==> src/rtl/qif_synapse_current.sv <==
// Synaptic current front end for the QIF neuron.
// Spike events look up a programmable signed weight and add it to the
// signed 8-bit current with saturation; between events the current decays
// exponentially toward zero on a prescaled tick.
module qif_synapse_current #(
    parameter int N_SYN        = 4,
    parameter int DECAY_SHIFT  = 3,
    parameter int DECAY_PERIOD = 4,
    localparam int AW          = $clog2(N_SYN),
    localparam int CW          = (DECAY_PERIOD > 1) ? $clog2(DECAY_PERIOD) : 1
) (
    input  logic                clk,
    input  logic                rst_n,
    input  logic                spike_valid,
    output logic                spike_ready,
    input  logic [AW-1:0]       spike_addr,
    input  logic                wt_we,
    input  logic [AW-1:0]       wt_addr,
    input  logic signed [7:0]   wt_data,
    output logic signed [7:0]   I_syn,
    output logic [7:0]          event_count
);

    typedef enum logic [1:0] {
        ST_IDLE   = 2'd0,
        ST_LOOKUP = 2'd1,
        ST_ACCUM  = 2'd2
    } state_t;

    // Clamp a 9-bit signed sum into the 8-bit signed current range.
    function automatic logic signed [7:0] sat8(input logic signed [8:0] v);
        logic signed [7:0] r;
        if (v > 9'sd127) begin
            r = 8'sd127;
        end else if (v < -9'sd128) begin
            r = -8'sd128;
        end else begin
            r = v[7:0];
        end
        return r;
    endfunction

    // One exponential decay step; small positive values are forced down by
    // at least one so they cannot stall above zero.
    function automatic logic signed [7:0] decay8(input logic signed [7:0] v);
        logic signed [7:0] d;
        d = v >>> DECAY_SHIFT;
        if ((d == 8'sd0) && (v > 8'sd0)) begin
            d = 8'sd1;
        end else begin
            d = d;
        end
        return v - d;
    endfunction

    state_t                 state_r;
    logic [AW-1:0]          addr_r;
    logic signed [7:0]      w_r;
    logic signed [7:0]      weights_r [N_SYN];
    logic                   spike_ready_r;
    logic signed [7:0]      i_syn_r;
    logic [7:0]             event_count_r;
    logic [CW-1:0]          cnt_r;
    logic                   tick_s;
    logic signed [7:0]      i_base_s;
    logic signed [7:0]      i_next_s;

    assign tick_s      = (cnt_r == CW'(DECAY_PERIOD - 1));
    assign spike_ready = spike_ready_r;
    assign I_syn       = i_syn_r;
    assign event_count = event_count_r;

    // Free-running decay prescaler, wraps after the tick cycle.
    always_ff @(posedge clk or negedge rst_n) begin
        if (!rst_n) begin
            cnt_r <= {CW{1'b0}};
        end else if (tick_s) begin
            cnt_r <= {CW{1'b0}};
        end else begin
            cnt_r <= cnt_r + {{(CW-1){1'b0}}, 1'b1};
        end
    end

    // Weight register file, writable at any time.
    always_ff @(posedge clk or negedge rst_n) begin
        if (!rst_n) begin
            for (int i = 0; i < N_SYN; i++) begin
                weights_r[i] <= 8'sd0;
            end
        end else if (wt_we) begin
            weights_r[wt_addr] <= wt_data;
        end else begin
            weights_r[wt_addr] <= weights_r[wt_addr];
        end
    end

    // Next current: decay first on a tick, then add the weight in ACCUM.
    always_comb begin
        i_base_s = i_syn_r;
        i_next_s = i_syn_r;
        if (tick_s) begin
            i_base_s = decay8(i_syn_r);
        end else begin
            i_base_s = i_syn_r;
        end
        if (state_r == ST_ACCUM) begin
            i_next_s = sat8({i_base_s[7], i_base_s} + {w_r[7], w_r});
        end else begin
            i_next_s = i_base_s;
        end
    end

    // Event FSM with registered ready, current and event counter.
    always_ff @(posedge clk or negedge rst_n) begin
        if (!rst_n) begin
            state_r       <= ST_IDLE;
            addr_r        <= {AW{1'b0}};
            w_r           <= 8'sd0;
            spike_ready_r <= 1'b1;
            i_syn_r       <= 8'sd0;
            event_count_r <= 8'd0;
        end else begin
            i_syn_r <= i_next_s;
            case (state_r)
                ST_IDLE: begin
                    if (spike_valid && spike_ready_r) begin
                        addr_r        <= spike_addr;
                        state_r       <= ST_LOOKUP;
                        spike_ready_r <= 1'b0;
                        if (event_count_r != 8'd255) begin
                            event_count_r <= event_count_r + 8'd1;
                        end else begin
                            event_count_r <= event_count_r;
                        end
                    end else begin
                        state_r       <= ST_IDLE;
                        spike_ready_r <= 1'b1;
                    end
                end
                ST_LOOKUP: begin
                    // Reads the pre-write value if the same entry is written now.
                    w_r     <= weights_r[addr_r];
                    state_r <= ST_ACCUM;
                end
                ST_ACCUM: begin
                    state_r       <= ST_IDLE;
                    spike_ready_r <= 1'b1;
                end
                default: begin
                    state_r       <= ST_IDLE;
                    spike_ready_r <= 1'b1;
                end
            endcase
        end
    end

endmodule
==> config.mk <==
export PLATFORM = sky130hd
export DESIGN_NAME = qif_synapse_current
export DESIGN_NICKNAME = d
export VERILOG_FILES = /design/src/rtl/qif_synapse_current.sv
export SDC_FILE = /design/constraint.sdc
export NUM_CORES = 1
export LEC_CHECK = 0
export ABC_AREA = 1
export CAP_MARGIN = 40
export CELL_PAD_IN_SITES_DETAIL_PLACEMENT = 1
export CELL_PAD_IN_SITES_GLOBAL_PLACEMENT = 1
export CORE_ASPECT_RATIO = 0.5
export CORE_UTILIZATION = 47
export DETAILED_ROUTE_END_ITERATION = 16
export DONT_BUFFER_PORTS = 1
export PLACE_DENSITY_LB_ADDON = 0.1
export SYNTH_ARGS = -nofsm -noshare
export SYNTH_HDL_FRONTEND = slang
export SYNTH_SLANG_ARGS = --single-unit
==> constraint.sdc <==
create_clock -name clk -period 3.8 [get_ports clk]
set_input_delay 0 -clock clk [delete_from_list [all_inputs] [get_ports clk]]
set_output_delay 0 -clock clk [all_outputs]
set_load 0.03 [all_outputs]
==> results of run 1 <==
## cell usage after synthesis, drive strengths merged
master | count | area share, %
inv | 61 | 6.1
nand3 | 17 | 2.3
a21boi | 1 | 0.20
o22ai | 7 | 1.5
clkbuf | 7 | 0.70
o31ai | 1 | 0.20
ha | 18 | 6.0
nand4 | 10 | 1.7
fa | 2 | 1.1
clkinv | 1 | 0.10
dfstp | 1 | 0.70
mux2 | 3 | 0.90
o21ai | 58 | 7.7
xnor2 | 4 | 0.93
a21oi | 15 | 2.0
or2 | 3 | 0.50
a31oi | 9 | 1.5
o211ai | 7 | 1.5
nor3 | 4 | 0.53
xor2 | 7 | 1.6
nand3b | 1 | 0.20
o21a | 1 | 0.20
nor2 | 34 | 3.7
o2111ai | 2 | 0.63
nand2 | 145 | 15
a22oi | 3 | 0.60
dfrtp | 62 | 41
buf | 7 | 1.1
## per-layer routing
metal  wire [um]  up-vias  global-route usage, %
li1            -     1645                      -
met5           0        -                      0
met1        4510     1733                   30.8
met4         185        0                   9.56
met2        5460       80                   51.4
met3         552       18                   8.47
## power groups by stage
stage	Combinational, mW	Clock [mW]	Sequential [mW]
floorplan	1.61	0	1.18
global placement	2.06	0	1.18
detailed placement	2.17	0	1.19
CTS	2.30	0.774	1.18
global route	2.63	0.805	1.22
finish	2.34	0.766	1.19
## through the flow
step / util, % / hold slack [ns]
floorplan: - / -0.296
global placement: 51.5 / -0.294
detailed placement: 51.5 / -0.294
CTS: 57.2 / 0.0233
global route: 57.5 / 0.0713
finish: 57.5 / 0.0241
## final timing paths
check	from	to	slack, ns	depth (start not counted)
max	I_syn[6]	I_syn[2]	0.29	26
min	wt_data[7]	weights_r[31]	0.02	2
max reg2reg	I_syn[6]	I_syn[2]	0.29	26
min reg2reg	cnt_r[0]	cnt_r[0]	0.44	1
max in group asynchronous	rst_n	spike_ready	3.27	2
min in group asynchronous	rst_n	event_count[6]	0.22	2
## logic make-up (layout without fill, tap and decap cells)
logic type | after synthesis | in the layout | synth area share [%]
AO/OA/AOI/OAI | 104 | 104 | 16.1
XOR/XNOR | 11 | 11 | 2.56
adder cells (fa/ha/maj) | 20 | 20 | 7.05
buffers and inverters | 76 | 99 | 7.98
flip-flops | 63 | 63 | 41.9
multiplexers | 3 | 3 | 0.898
AND/OR/NAND/NOR | 214 | 214 | 23.5
## layout make-up
class / instances / area [sq um]
sequential: 63 / 1580
clock inverter: 3 / 17.5
clock buffer: 13 / 260
multi-input combinational: 352 / 1910
inverter: 62 / 233
tap: 108 / 135
fill: 940 / 3210
timing repair buffer: 21 / 205
## state kept, by name, indices dropped and copies added (netlist names)
signal / flops
w_r: 8
weights_r: 32
event_count: 8
cnt_r: 2
state_r: 2
spike_ready: 1
I_syn: 8
addr_r: 2
## timing repair
action                     4_1_cts  5_1_grt
hold buffers                    12        0
buffers inserted                 2        0
resized for setup                1        5
cloned                           0        0
hold endpoints to repair        92        0
pin swaps                        1        1
setup endpoints to repair        7        7
==> results.md, run 1 <==
* Max clock buf depth at 2
* Die height at 65.3 um
* Status: complete, no violations
* Die X at 129 um
* Drt first pass iters at 4
* Share of cells above drive strength 1 at 8.95%
* Hold Crit Class: in2reg
* Unique masters post-synth at 38
* Worst path max stage delay at 0.41 ns
* Sequential element share of the synthesized area at 41.9%
* Initial Utilization at 49.9%
* Period utilization at 92.3%
* P_sw at 2.08 mW
* Nets at 545
* Root buffer cell: clkbuf_16
* First-pass GRT wire length at 17,500 um
* Mapped Area at 0.00376 sq mm
* CP max stage cell: fa_1
* Clock Power Share at 17.8%
* Gr ovfl total at 0
* Core footprint at 0.00754 sq mm
* DRT antenna net count at 0
* Vias per cell at 5.59
* Fin crit period at 3.51 ns
* Ys Warns at 0
* FMAX at 285 MHz
* Die ar. at 0.00839 sq mm
* Mean Syn Cell Area at 7.66 sq um
* Global Route Usage Sum at 27.8%
* Buffers added on ports at 0
* Skew-Pair Late Insertion Delay at 0.33 ns
* Worst slew margin at 42.6%
* Int Pwr at 2.22 mW
* Max-cap violation count at 0
* CTS tree: done
* Seq pwr share at 27.7%
* Worst-path clk slew at 0.05 ns
* # diodes at 0
* Setup slack after layout at 0.291 ns
* Skew final at 0.00550 ns
* Commonest cells after routing, fill and taps aside: nand2_1, dfrtp_1, inv_1
* Worst Tran Pin Value at 0.862 ns
* Vias in the first global route at 3,659
* Drt drc at 0
* Top Family by Delay on Critical Path: simple AND/OR/NAND/NOR gates
* Power after layout at 4.29 mW
* Leakage Power at 2.12 nW
* Num rows at 22
* Final Setup Violations at 0
* Pin count of the biggest net entering global routing at 64
* Comb pwr share at 54.4%
* Commonest non-fill, non-tap cell in the layout: nand2_1
* Final hold vios at 0
* Initial antenna violation count at 0
* Inserted Clock Buffers at 9
* Crit path launch type: flip-flop
* Post-synthesis net count at 527
* Slew Viols, Final at 0
* Area delta synth->final at 15.2%
* Io pins at 33
* Max VDD drop at 0.000389 V
* CTS Sinks at 63
* Final Non-Filler Cells at 622
* Routed length per instance at 17.2 um
* Setup TNS at 0 ns
* Most common cell on crit path: nand2_1
* Worst Setup End Kind: flip-flop
* Total wire length at 10,700 um
* Worst EP required at 4.07 ns
* Vias at 3,476
* Final instance area at 0.00433 sq mm
* Yosys reg bits at 63
* WP data arrival at 3.78 ns
* Cells after Synth at 491
* CTS HTree Levels at 3
* # placed instances at 592
* WS Path Type: reg2reg
* Final HPWL DP at 7330 um
* Routability Congestion at 0.861
* Sw frac at 48.4%
* Placement Cell Area at 0.00388 sq mm
* DR iter-0 viols at 177
* Worst path bufs/invs at 3
* Pwr per Cell Area at 990 mW/mm^2
* Pre-CTS WS at 0.00199 ns
* Critical path peak fanout at 7
Note: power is estimated with default switching activity, not from simulation.
==> inputs of run 2 (changes only) <==
==> constraint.sdc (replaced) <==
create_clock -name clk -period 3.8 [get_ports clk]
set_input_delay 0.19 -clock clk [delete_from_list [all_inputs] [get_ports clk]]
set_output_delay 0.19 -clock clk [all_outputs]
set_load 0.03 [all_outputs]
==> results.md, run 2 (synthesis gave the netlist of run 1 again) <==
* Worst slew margin at 44.0%
* DR iter-0 viols at 151
* Met1 usage at 31.1%
* Setup TNS at 0 ns
* CTS HTree Levels at 3
* Max clock buf depth at 2
* Vias per cell at 5.42
* DRT antenna net count at 0
* Worst-path clk slew at 0.06 ns
* Die X at 129 um
* Slew Viols, Final at 0
* Final Non-Filler Cells at 613
* Worst path max stage delay at 0.42 ns
* Io pins at 33
* Fillers at 963
* Global Route Usage Sum at 27.3%
* Area delta synth->final at 13.0%
* Initial Utilization at 49.9%
* Buffers added on ports at 0
* WS Path Type: reg2reg
* Final Setup Violations at 0
* Vias in the first global route at 3,630
* CTS Sinks at 63
* Max FFs per register at 32
* Most common cell on crit path: nand2_1
* Largest reg by FF count: weights_r
* Inserted Clock Buffers at 9
* Routed length per instance at 16.9 um
* Pin count of the biggest net entering global routing at 64
* CP max stage cell: fa_1
* Skew-Pair Late Insertion Delay at 0.33 ns
* Share of cells above drive strength 1 at 9.50%
* Drt first pass iters at 4
* Final hold vios at 0
* Drt drc at 0
* Die height at 65.3 um
* WP data arrival at 3.70 ns
* Max-cap violation count at 0
* GR Util met3 at 7.17%
* Top Family by Delay on Critical Path: simple AND/OR/NAND/NOR gates
* Worst Tran Pin Value at 0.840 ns
* Core footprint at 0.00754 sq mm
* Met2 usage at 50.6%
* Crit path launch type: flip-flop
* Routability Congestion at 0.860
* Gr ovfl total at 0
* Worst EP required at 4.00 ns
* Pwr per Cell Area at 1000 mW/mm^2
* Commonest non-fill, non-tap cell in the layout: nand2_1
* Leakage Power at 2.09 nW
* Fin crit period at 3.50 ns
* Commonest cells after routing, fill and taps aside: nand2_1, dfrtp_1, inv_1
* Skew final at 0.00610 ns
* Initial antenna violation count at 0
* Period utilization at 92.0%
* # placed instances at 593
* Hold Crit Class: in2reg
* Vias at 3,324
* Max VDD drop at 0.000409 V
* Critical path peak fanout at 7
* Root buffer cell: clkbuf_16
* Die ar. at 0.00839 sq mm
* Worst path bufs/invs at 3
* Total wire length at 10,400 um
* # diodes at 0
* Worst Setup End Kind: flip-flop
* Final HPWL DP at 7490 um
* Num rows at 22
* First-pass GRT wire length at 17,300 um
* Status: complete, no violations
* CTS tree: done
* FMAX at 286 MHz
* Nets at 536
* GR peak layer: met2
run 2: layer usage:
metal  wire [um]  part of all wire [%]
met1        4590                    44
met2        5260                    51
met3         458                   4.4
met4          61                  0.59
met5           0                     0
run 2: final timing paths:
path	end	startpoint	slack, ns	cells after the start
max	I_syn[1]	I_syn[6]	0.30	27
min	addr_r[1]	spike_addr[1]	0.01	2
max reg2reg	I_syn[1]	I_syn[6]	0.30	27
min reg2reg	cnt_r[0]	cnt_r[0]	0.43	1
max in group asynchronous	spike_ready	rst_n	3.08	2
min in group asynchronous	weights_r[4]	rst_n	0.39	2
run 2: power by group:
part           leakage [nW]  total, mW  switching, mW  internal [mW]
clock                 0.136      0.763          0.288          0.475
sequential            0.765       1.19          0.309          0.880
combinational          1.18       2.31           1.45          0.858
run 2: final cells by class:
class / instances / area (sq um) / area share (%)
well taps: 108 / 135 / 3.18
multi-input cells: 352 / 1910 / 45.0
inverters: 62 / 233 / 5.48
repair buffers: 12 / 113 / 2.65
clock inverters: 3 / 17.5 / 0.412
flip-flops and latches: 63 / 1580 / 37.1
clock buffers: 13 / 260 / 6.12
run 2: timing repair:
action / CTS / global route
resized for setup: 0 / 8
hold buffers: 2 / 0
buffers inserted: 0 / 2
setup endpoints to repair: 0 / 7
endpoints found under the hold margin: 63 / 0
run 2: metrics by stage:
step | hold WS [ns] | utilization [%] | setup WS (ns) | power, mW | cell area [sq um]
floorplan | -0.106 | - | 0.484 | 2.80 | 3760
global placement | -0.104 | 51.6 | 0.231 | 3.24 | 3890
detailed placement | -0.104 | 51.6 | 0.0176 | 3.37 | 3890
CTS | 0.00368 | 55.7 | 0.000576 | 4.17 | 4200
global route | 0.0170 | 56.3 | -0.00175 | 4.64 | 4250
finish | 0.00953 | 56.3 | 0.304 | 4.26 | 4250
